$ cat config.mk
export PLATFORM = sky130hd
export DESIGN_NAME = trap_ctrl
export DESIGN_NICKNAME = d
export VERILOG_FILES = /design/src/rtl/trap_pkg.sv /design/src/rtl/trap_prio_enc.sv /design/src/rtl/trap_ctrl.sv
export SDC_FILE = /design/constraint.sdc
export NUM_CORES = 1
export LEC_CHECK = 0
export CORE_MARGIN = 1
export CORE_UTILIZATION = 43
export DETAILED_ROUTE_END_ITERATION = 12
export PLACE_DENSITY_LB_ADDON = 0.25
export SKIP_CTS_REPAIR_TIMING = 1
export SYNTH_ARGS = -nofsm -noshare
export SYNTH_HDL_FRONTEND = slang
export SYNTH_SLANG_ARGS = --single-unit
export TNS_END_PERCENT = 100
$ cat constraint.sdc
create_clock -name clk -period 4.65 [get_ports clk]
set_input_delay 0.93 -clock clk [delete_from_list [all_inputs] [get_ports clk]]
set_output_delay 0.93 -clock clk [all_outputs]
set_load 0.05 [all_outputs]
$ cat src/rtl/trap_pkg.sv
// Shared trap sequencer definitions: cause codes, FSM states, mtvec mode.
package trap_pkg;

   localparam logic [4:0] CAUSE_INS_ADDR_MIS   = 5'd0;
   localparam logic [4:0] CAUSE_INS_ACC_FAULT  = 5'd1;
   localparam logic [4:0] CAUSE_ILL_INS        = 5'd2;
   localparam logic [4:0] CAUSE_BREAKPOINT     = 5'd3;
   localparam logic [4:0] CAUSE_LD_ADDR_MIS    = 5'd4;
   localparam logic [4:0] CAUSE_LD_ACC_FAULT   = 5'd5;
   localparam logic [4:0] CAUSE_ST_ADDR_MIS    = 5'd6;
   localparam logic [4:0] CAUSE_ST_ACC_FAULT   = 5'd7;
   localparam logic [4:0] CAUSE_ECALL_M        = 5'd11;
   localparam logic [4:0] CAUSE_INS_PAGE_FAULT = 5'd12;
   localparam logic [4:0] CAUSE_LD_PAGE_FAULT  = 5'd13;
   localparam logic [4:0] CAUSE_ST_PAGE_FAULT  = 5'd15;

   // mtvec[1:0] encoding selecting vectored interrupt dispatch
   localparam logic [1:0] MTVEC_VECTORED = 2'b01;

   typedef enum logic [1:0] {
      IDLE     = 2'd0,
      FLUSH    = 2'd1,
      REDIRECT = 2'd2
   } trap_state_t;

endpackage

$ cat src/rtl/trap_prio_enc.sv
// Combinational trap cause selector: interrupt first, then fixed synchronous order, mret last.
module trap_prio_enc
   import trap_pkg::*;
(
   input  logic       i_valid,
   input  logic       i_ins_addr_mis,
   input  logic       i_ins_acc_fault,
   input  logic       i_ins_page_fault,
   input  logic       i_ill_ins,
   input  logic       i_ecall,
   input  logic       i_ebreak,
   input  logic       i_m_ret,
   input  logic       i_ld_addr_mis,
   input  logic       i_st_addr_mis,
   input  logic       i_ld_acc_fault,
   input  logic       i_st_acc_fault,
   input  logic       i_ld_page_fault,
   input  logic       i_st_page_fault,
   input  logic       i_int_acc,
   input  logic       i_mstatus_mie,
   input  logic [4:0] i_int_cause,
   output logic       o_hit,
   output logic       o_is_int,
   output logic       o_is_mret,
   output logic [4:0] o_code,
   output logic       o_use_tval
);

   // Pick the winning event; use_tval marks causes whose mtval is the faulting value
   always_comb begin
      o_hit      = 1'b0;
      o_is_int   = 1'b0;
      o_is_mret  = 1'b0;
      o_code     = 5'd0;
      o_use_tval = 1'b0;
      if (i_int_acc && i_mstatus_mie) begin
         o_hit    = 1'b1;
         o_is_int = 1'b1;
         o_code   = i_int_cause;
      end else if (i_valid) begin
         o_hit      = 1'b1;
         o_use_tval = 1'b1;
         if (i_ins_page_fault)     o_code = CAUSE_INS_PAGE_FAULT;
         else if (i_ins_acc_fault) o_code = CAUSE_INS_ACC_FAULT;
         else if (i_ill_ins)       o_code = CAUSE_ILL_INS;
         else if (i_ins_addr_mis)  o_code = CAUSE_INS_ADDR_MIS;
         else if (i_ecall) begin
            o_code     = CAUSE_ECALL_M;
            o_use_tval = 1'b0;
         end else if (i_ebreak) begin
            o_code     = CAUSE_BREAKPOINT;
            o_use_tval = 1'b0;
         end
         else if (i_st_addr_mis)   o_code = CAUSE_ST_ADDR_MIS;
         else if (i_ld_addr_mis)   o_code = CAUSE_LD_ADDR_MIS;
         else if (i_st_page_fault) o_code = CAUSE_ST_PAGE_FAULT;
         else if (i_ld_page_fault) o_code = CAUSE_LD_PAGE_FAULT;
         else if (i_st_acc_fault)  o_code = CAUSE_ST_ACC_FAULT;
         else if (i_ld_acc_fault)  o_code = CAUSE_LD_ACC_FAULT;
         else if (i_m_ret) begin
            o_is_mret  = 1'b1;
            o_use_tval = 1'b0;
         end else begin
            o_hit      = 1'b0;
            o_use_tval = 1'b0;
         end
      end
   end

endmodule

$ cat src/rtl/trap_ctrl.sv
// Trap sequencer: captures the winning event, flushes the pipe, then redirects the PC
// and fires a single CSR update strobe.
module trap_ctrl
   import trap_pkg::*;
#(
   parameter int unsigned      XLEN     = 32,
   parameter logic [XLEN-1:0]  RESET_PC = '0
) (
   input  logic            clk,
   input  logic            rst,
   input  logic            valid,
   input  logic [XLEN-1:0] ins_pc,
   input  logic [XLEN-1:0] ins_tval,
   input  logic            ins_addr_mis,
   input  logic            ins_acc_fault,
   input  logic            ins_page_fault,
   input  logic            ill_ins,
   input  logic            ecall,
   input  logic            ebreak,
   input  logic            m_ret,
   input  logic            ld_addr_mis,
   input  logic            st_addr_mis,
   input  logic            ld_acc_fault,
   input  logic            st_acc_fault,
   input  logic            ld_page_fault,
   input  logic            st_page_fault,
   input  logic            int_acc,
   input  logic [4:0]      int_cause,
   input  logic [XLEN-1:0] mtvec,
   input  logic [XLEN-1:0] mepc,
   input  logic            mstatus_mie,
   output logic            flush_req,
   input  logic            flush_ack,
   output logic            pc_redirect,
   output logic [XLEN-1:0] pc_target,
   output logic            csr_trap_we,
   output logic            csr_mret_we,
   output logic [XLEN-1:0] mepc_o,
   output logic [XLEN-1:0] mtval_o,
   output logic [XLEN-1:0] mcause_o,
   output logic            busy
);

   trap_state_t     r_state;
   trap_state_t     w_state_nxt;

   logic            w_hit;
   logic            w_is_int;
   logic            w_is_mret;
   logic [4:0]      w_code;
   logic            w_use_tval;
   logic            w_capture;
   logic [XLEN-1:0] w_mcause;
   logic [XLEN-1:0] w_base;
   logic [XLEN-1:0] w_target;

   logic            r_is_int;
   logic            r_is_mret;
   logic [4:0]      r_code;
   logic [XLEN-1:0] r_mepc;
   logic [XLEN-1:0] r_mtval;
   logic [XLEN-1:0] r_mcause;
   logic [XLEN-1:0] r_pc_target;

   trap_prio_enc u_prio (
      .i_valid          (valid),
      .i_ins_addr_mis   (ins_addr_mis),
      .i_ins_acc_fault  (ins_acc_fault),
      .i_ins_page_fault (ins_page_fault),
      .i_ill_ins        (ill_ins),
      .i_ecall          (ecall),
      .i_ebreak         (ebreak),
      .i_m_ret          (m_ret),
      .i_ld_addr_mis    (ld_addr_mis),
      .i_st_addr_mis    (st_addr_mis),
      .i_ld_acc_fault   (ld_acc_fault),
      .i_st_acc_fault   (st_acc_fault),
      .i_ld_page_fault  (ld_page_fault),
      .i_st_page_fault  (st_page_fault),
      .i_int_acc        (int_acc),
      .i_mstatus_mie    (mstatus_mie),
      .i_int_cause      (int_cause),
      .o_hit            (w_hit),
      .o_is_int         (w_is_int),
      .o_is_mret        (w_is_mret),
      .o_code           (w_code),
      .o_use_tval       (w_use_tval)
   );

   // State register
   always_ff @(posedge clk) begin
      if (rst) r_state <= IDLE;
      else     r_state <= w_state_nxt;
   end

   // Next-state logic; events seen outside IDLE are dropped
   always_comb begin
      w_state_nxt = r_state;
      case (r_state)
         IDLE:     if (w_hit) w_state_nxt = FLUSH;
         FLUSH:    if (flush_ack) w_state_nxt = REDIRECT;
         REDIRECT: w_state_nxt = IDLE;
         default:  w_state_nxt = IDLE;
      endcase
   end

   assign w_capture = (r_state == IDLE) && w_hit;
   assign w_mcause  = {w_is_int, {(XLEN-6){1'b0}}, w_code};

   // Capture the trap payload on the recognising edge; mret leaves trap values untouched
   always_ff @(posedge clk) begin
      if (rst) begin
         r_is_int  <= 1'b0;
         r_is_mret <= 1'b0;
         r_code    <= 5'd0;
         r_mepc    <= '0;
         r_mtval   <= '0;
         r_mcause  <= '0;
      end else if (w_capture) begin
         r_is_int  <= w_is_int;
         r_is_mret <= w_is_mret;
         r_code    <= w_code;
         if (!w_is_mret) begin
            r_mepc   <= ins_pc;
            r_mtval  <= w_use_tval ? ins_tval : '0;
            r_mcause <= w_mcause;
         end
      end
   end

   // Redirect target uses the live mtvec/mepc seen during REDIRECT
   assign w_base   = {mtvec[XLEN-1:2], 2'b00};
   assign w_target = r_is_mret ? mepc :
                     (r_is_int && (mtvec[1:0] == MTVEC_VECTORED)) ?
                        w_base + (XLEN'(r_code) << 2) : w_base;

   // Hold the last issued target between redirects
   always_ff @(posedge clk) begin
      if (rst)                      r_pc_target <= RESET_PC;
      else if (r_state == REDIRECT) r_pc_target <= w_target;
   end

   assign flush_req   = (r_state == FLUSH);
   assign busy        = (r_state != IDLE);
   assign pc_redirect = (r_state == REDIRECT);
   assign csr_trap_we = (r_state == REDIRECT) && !r_is_mret;
   assign csr_mret_we = (r_state == REDIRECT) &&  r_is_mret;
   assign pc_target   = (r_state == REDIRECT) ? w_target : r_pc_target;
   assign mepc_o      = r_mepc;
   assign mtval_o     = r_mtval;
   assign mcause_o    = r_mcause;

endmodule

==> results of run 1 <==
==> path summary, 6_finish.rpt <==
path                                        end  slack (ns)
worst min register to register   r_pc_target[5]        0.46
worst max register to register  r_pc_target[16]        2.23
worst min-delay path             r_pc_target[5]        0.46
worst max-delay path               pc_target[8]        0.17
==> layout by cell type (no fill, tap or decap), types with 3 or more instances in the layout <==
master and count:
clkbuf_16 9, mux2i_1 7, buf_12 25, inv_1 11, o21a_1 5, nand4_1 14
and3_1 7, and2_1 20, a2111oi_2 4, xnor2_1 9, or3_1 3, a31oi_1 4
a21oi_1 44, dfxtp_1 111, a211oi_1 8, nand3_1 17, a22o_1 67, nor3_1 10
o21ai_0 20, o22ai_1 10, xor2_1 11, nand2_1 47, ha_1 5, clkdlybuf4s50_1 228
o211ai_1 7, conb_1 26, a21o_1 4, buf_4 16, nor2_1 33
==> cell families (layout without fill, tap and decap cells) <==
logic type / Yosys count / after routing / synth area share (%)
AOI/OAI and AO/OA: 190 / 190 / 26.48
and+or+nand+nor: 171 / 171 / 17.09
xor gates and xnor gates: 20 / 20 / 3.295
DFF: 111 / 111 / 41.80
adders and majority gates: 6 / 6 / 1.553
muxes: 7 / 7 / 1.318
other: 1 / 26 / 0.07054
buffers and inverters: 75 / 296 / 8.402
==> registers in the layout, summed over array words and instances, names as in the netlist <==
| name | count |
|---|---|
| r_code | 5 |
| r_is_mret | 1 |
| r_is_int | 1 |
| mtval_o | 32 |
| mcause_o | 6 |
| r_pc_target | 32 |
| mepc_o | 32 |
| r_state | 2 |
==> layout make-up <==
type,instances,area [um2]
clock buffer,9,225.2
clock inverter,7,87.58
tap,147,183.9
sequential,111,2222
multi-input combinational,420,2741
fill,952,3607
timing repair buffer,269,2903
inverter,11,41.29
==> stage by stage <==
stage                     area, um2  setup WS, ns  std cells  utilization (%)
after CTS                      8404        0.1958        974            69.97
after floorplan                5410        0.2314        606                -
after global placement         8092        0.2630        958            67.36
after global routing           8404       0.08845        974            69.97
final                          8404        0.1692        974            69.97
after detailed placement       8092        0.1953        958            67.36
==> cell usage after synthesis (7+ instances only) <==
master,number
nand3_1,17
o22ai_1,10
and2_1,20
nand2_1,47
dfxtp_1,111
buf_6,7
nor3_1,10
a211oi_1,8
o211ai_1,7
clkbuf_1,20
xor2_1,11
buf_4,28
and3_1,7
inv_1,11
xnor2_1,9
a21oi_1,44
nor2_1,33
o21ai_0,20
nand4_1,14
a22o_1,67
mux2i_1,7
==> tightest hold or removal path: cells and delay by family, from the launching register on <==
family             cells  cell delay [ns]
AOI/OAI and AO/OA      1             0.06
DFF                    1             0.30
and+or+nand+nor        1             0.06
==> power groups by stage <==
stage / clock network (mW) / registers [mW] / logic [mW]
after detailed placement: 0 / 1.05 / 0.777
after floorplan: 0 / 1.19 / 0.322
final: 0.818 / 1.03 / 0.780
after global routing: 0.867 / 1.04 / 0.816
after global placement: 0 / 1.05 / 0.766
after CTS: 0.832 / 1.03 / 0.780
==> routing by layer <==
layer / vias up / track usage (%)
met2: 234 / 48.30
li1: 2553 / -
met3: 25 / 7.445
met5: - / 0
met4: 0 / 9.561
met1: 2514 / 28.92
==> results.json, run 1 <==
{
  "slew_violations": 0,
  "yosysTopAreaCell": "dfxtp_1",
  "routedWlPerCell_um": 17.77,
  "wl_met3_um": 1279,
  "dieHeight_um": 113.2,
  "skew_ns": 0.007389,
  "synth.distinct_cells": 61,
  "grtUsageTotal_pct": 26.38,
  "rows": 40,
  "leakagePower_nw": 3.336,
  "synth_edf_count": 0,
  "gp_congestion": 0.8874,
  "min_period_ns": 4.481,
  "grt_max_degree": 39,
  "hold_viol": 0,
  "drive_gt1_share_pct": 9.069,
  "syn_to_final_growth_pct": 58.08,
  "vias_per_cell": 5.468,
  "async_flop_share_pct": 0,
  "ctsRootBufferMaster": "clkbuf_16",
  "crit_start": "mtvec[2]",
  "hold_ws_ns": 0.4636,
  "critPathSlowestCell": "clkdlybuf4s50_1",
  "ys_seq_area_share_pct": 41.80,
  "status": "completed",
  "rr_startpoint": "r_code[0]",
  "ys_seq_elements": 111,
  "critPathLaunchType": "input pin",
  "synth_area_per_cell_um2": 9.150,
  "cap_violations": 0,
  "vias": 5326,
  "clk_latency_ns": 0.35,
  "worstPathCellList": "clkdlybuf4s50_1 -> ha_1 -> fa_1 -> a211oi_1 -> o21bai_1 -> buf_4 -> and3_1 -> o21ai_0 -> o211ai_1 -> nand2_1 -> buf_12",
  "wl_met2_um": 8817,
  "syn_area_mm2": 0.005316,
  "clk_path_buf_depth": 2,
  "clk_pin_slew_ns": 0.08,
  "critical_path_class": "input pin to output pin",
  "power.share.combinational_pct": 29.6,
  "worst_ep_required_time_ns": 3.72,
  "coreArea_mm2": 0.01201,
  "worst_path_largest_cell_delay_ns": 0.44,
  "period_share_pct": 96.36,
  "internal_power_mw": 1.759,
  "cts_tree": "built",
  "antenna_found_initial": 0,
  "grt_pass1_vias": 5348,
  "rsz0062_at_grt": "no",
  "overflow": 0,
  "crit_family": "compound AO/OA/AOI/OAI gates",
  "endpoint_kind": "output pin",
  "swShare_pct": 33.15,
  "setup_tns_ns": 0,
  "synth.top_cell.area_share_pct": 41.80,
  "yosys_warnings": 0,
  "ys.flop_type": "dfxtp_1",
  "port-buffer-count": 258,
  "critPathMaxFanout": 12,
  "antenna_cells": 0,
  "clockPowerShare_pct": 31.1,
  "hp-start": "r_pc_target[5]",
  "slew_headroom_pct": 18.82,
  "worstMarginPinSlew_ns": 1.216,
  "path_buf_inv": 3,
  "dieArea_mm2": 0.01281,
  "synth_area_leaders": "dfxtp_1, a22o_1, a21oi_1",
  "io-pin-count": 285,
  "setup_viol": 0,
  "drt-total-wl_um": 17300,
  "dr.first_iter.drc_count": 269,
  "hold_class": "flip-flop to flip-flop",
  "seqPwrFrac_pct": 39.3,
  "firstDrtPassIters": 5,
  "finalNetCount": 980,
  "numCtsBuffers": 9,
  "postRouteAntennaNets": 0,
  "dr.max_layer_used": "met4",
  "start_util_pct": 44.26,
  "r2r.worst_path.cells": 9,
  "htree_levels": 3,
  "drc": 0,
  "dp_hpwl_um": 13170,
  "met1_length_um": 6855,
  "p_per_area_mw_per_mm2": 313.0,
  "grt_pass1_wl_um": 26450,
  "arrival_ns": 3.55,
  "fmax_mhz": 223.2,
  "cts_sinks": 111,
  "ir_drop_v": 0.0002614,
  "dieWidth_um": 113.2,
  "total_power_mw": 2.631,
  "switching_power_mw": 0.8719,
  "worstHoldPathCells": 2,
  "cp.depth": 11,
  "synthCells": 581
}
Power figures use the tool's default switching activity.
==> run 2, diff against run 1 <==
CELL_PAD_IN_SITES_DETAIL_PLACEMENT = 0   (was default)
CELL_PAD_IN_SITES_GLOBAL_PLACEMENT = 1   (was default)
CORE_UTILIZATION = 30   (was 43)
==> run 2 against run 1 <==
  * Clock skew is 0.00093 ns lower
  * Setup slack improved by 0.11 ns
  * Worst hold slack lost 0.0014 ns
  * Cell count grew 8.2%
  * Routed wire length grew 2.2%
  * Non-clock buffer count grew 2
  * Via count fell by 1.8%
  * First-iteration DRC count grew 28%
  * Largest power group unchanged
==> results.json, run 2 (same netlist as run 1, synthesis figures left out) <==
{
  "status": "completed",
  "rr_startpoint": "r_state[1]",
  "vias": 5228,
  "critPathMaxFanout": 10,
  "rsz0062_at_grt": "no",
  "grt_pass1_wl_um": 26940,
  "hold_ws_ns": 0.4622,
  "vias_per_cell": 4.960,
  "critPathSlowestCell": "clkdlybuf4s50_1",
  "antenna_cells": 0,
  "critPathLaunchType": "input pin",
  "rows": 48,
  "total_power_mw": 2.630,
  "firstDrtPassIters": 5,
  "fmax_mhz": 228.8,
  "layout_common_cells": "clkdlybuf4s50_1, dfxtp_1, a22o_1",
  "worst_ep_required_time_ns": 3.72,
  "r2r.worst_path.cells": 7,
  "numCtsBuffers": 9,
  "worstHoldPathCells": 2,
  "slew_headroom_pct": 35.71,
  "overflow": 0,
  "fillerInstances": 1598,
  "dieHeight_um": 135.1,
  "grt_max_degree": 65,
  "p_per_area_mw_per_mm2": 308.2,
  "port-buffer-count": 258,
  "finalNetCount": 982,
  "htree_levels": 3,
  "clk_latency_ns": 0.35,
  "ctsRootBufferMaster": "clkbuf_16",
  "crit_start": "mtvec[2]",
  "start_util_pct": 30.74,
  "drt-total-wl_um": 17690,
  "hold_viol": 0,
  "syn_to_final_growth_pct": 60.53,
  "worstPathCellList": "clkdlybuf4s50_1 -> ha_1 -> fa_1 -> a211oi_1 -> o21bai_2 -> nand4_1 -> xnor2_1 -> o21ai_0 -> buf_12",
  "dieArea_mm2": 0.01826,
  "grt_pass1_vias": 5195,
  "clk_path_buf_depth": 2,
  "coreArea_mm2": 0.01730,
  "setup_tns_ns": 0,
  "gp_congestion": 0.8364,
  "period_share_pct": 93.97,
  "cts_sinks": 111,
  "hp-start": "r_pc_target[5]",
  "cp.depth": 9,
  "dieWidth_um": 135.1,
  "fin_cells": 1054,
  "ir_drop_v": 0.0001592,
  "final_util_pct": 49.34,
  "worst_path_largest_cell_delay_ns": 0.43,
  "slew_violations": 0,
  "dp.cells": 1038,
  "skew_ns": 0.006458,
  "clk_pin_slew_ns": 0.08,
  "routedWlPerCell_um": 16.78,
  "arrival_ns": 3.44,
  "antenna_found_initial": 0,
  "drc": 0,
  "hold_class": "flip-flop to flip-flop",
  "endpoint_kind": "output pin",
  "min_period_ns": 4.370,
  "drive_gt1_share_pct": 9.409,
  "crit_family": "compound AO/OA/AOI/OAI gates",
  "grtUsageTotal_pct": 18.87,
  "worstMarginPinSlew_ns": 0.9620,
  "io-pin-count": 285,
  "setup_viol": 0,
  "dr.first_iter.drc_count": 343,
  "critical_path_class": "input pin to output pin",
  "postRouteAntennaNets": 0,
  "path_buf_inv": 2,
  "dp_hpwl_um": 13420,
  "cts_tree": "built",
  "leakagePower_nw": 3.356,
  "cap_violations": 0,
  "mostFrequentLayoutCell": "clkdlybuf4s50_1"
}
[run 2: final timing paths]
kind | endpoint | slack, ns
setup / recovery | pc_target[26] | 0.28
hold / removal | r_pc_target[5] | 0.46
setup reg to reg | mtval_o[12] | 2.09
hold reg to reg | r_pc_target[5] | 0.46
[run 2: area by class of cell]
class,instances,area [um2],area share [%]
Timing Repair Buffer,271,2930,34.34
Multi-Input combinational cell,420,2745,32.17
Sequential cell,111,2222,26.04
Tap cell,225,281.5,3.299
Clock buffer,9,225.2,2.639
Clock inverter,7,88.84,1.041
Inverter,11,41.29,0.4838
[run 2: where the power goes]
group / switching (mW) / internal, mW / leakage (nW)
logic: 0.458 / 0.323 / 2.30
registers: 0.0293 / 1.00 / 0.906
clock network: 0.385 / 0.431 / 0.155
[run 2: worst register-to-register path, stage by stage (launching register included)]
cell and delay, ns:
dfxtp_1 0.33, nor2_1 0.21, nand2_1 0.10, a21o_4 0.22, a21boi_4 0.75, nor3b_4 0.33
buf_4 0.35, a22o_1 0.21
[run 2: per-layer routing]
metal / track usage (%) / wire [um] / up-vias
met1: 22.26 / 7254 / 2417
met2: 32.28 / 8477 / 232
met3: 5.480 / 1654 / 21
li1: - / - / 2558
met4: 6.866 / 301 / 0
met5: 0 / 0 / -
[run 2: stage by stage]
| step | area [um2] | setup slack, ns |
|---|---|---|
| after floorplan | 5410 | 0.2314 |
| after global placement | 8217 | 0.1507 |
| after detailed placement | 8217 | 0.07064 |
| after CTS | 8531 | 0.07246 |
| after global routing | 8534 | 0.09201 |
| final | 8534 | 0.2803 |
==> run 3, diff against run 2 <==
SLEW_MARGIN = 20   (was default)
==> results of run 3 <==
Same layout as run 2: the final DEF is identical, and so are final timing and power.
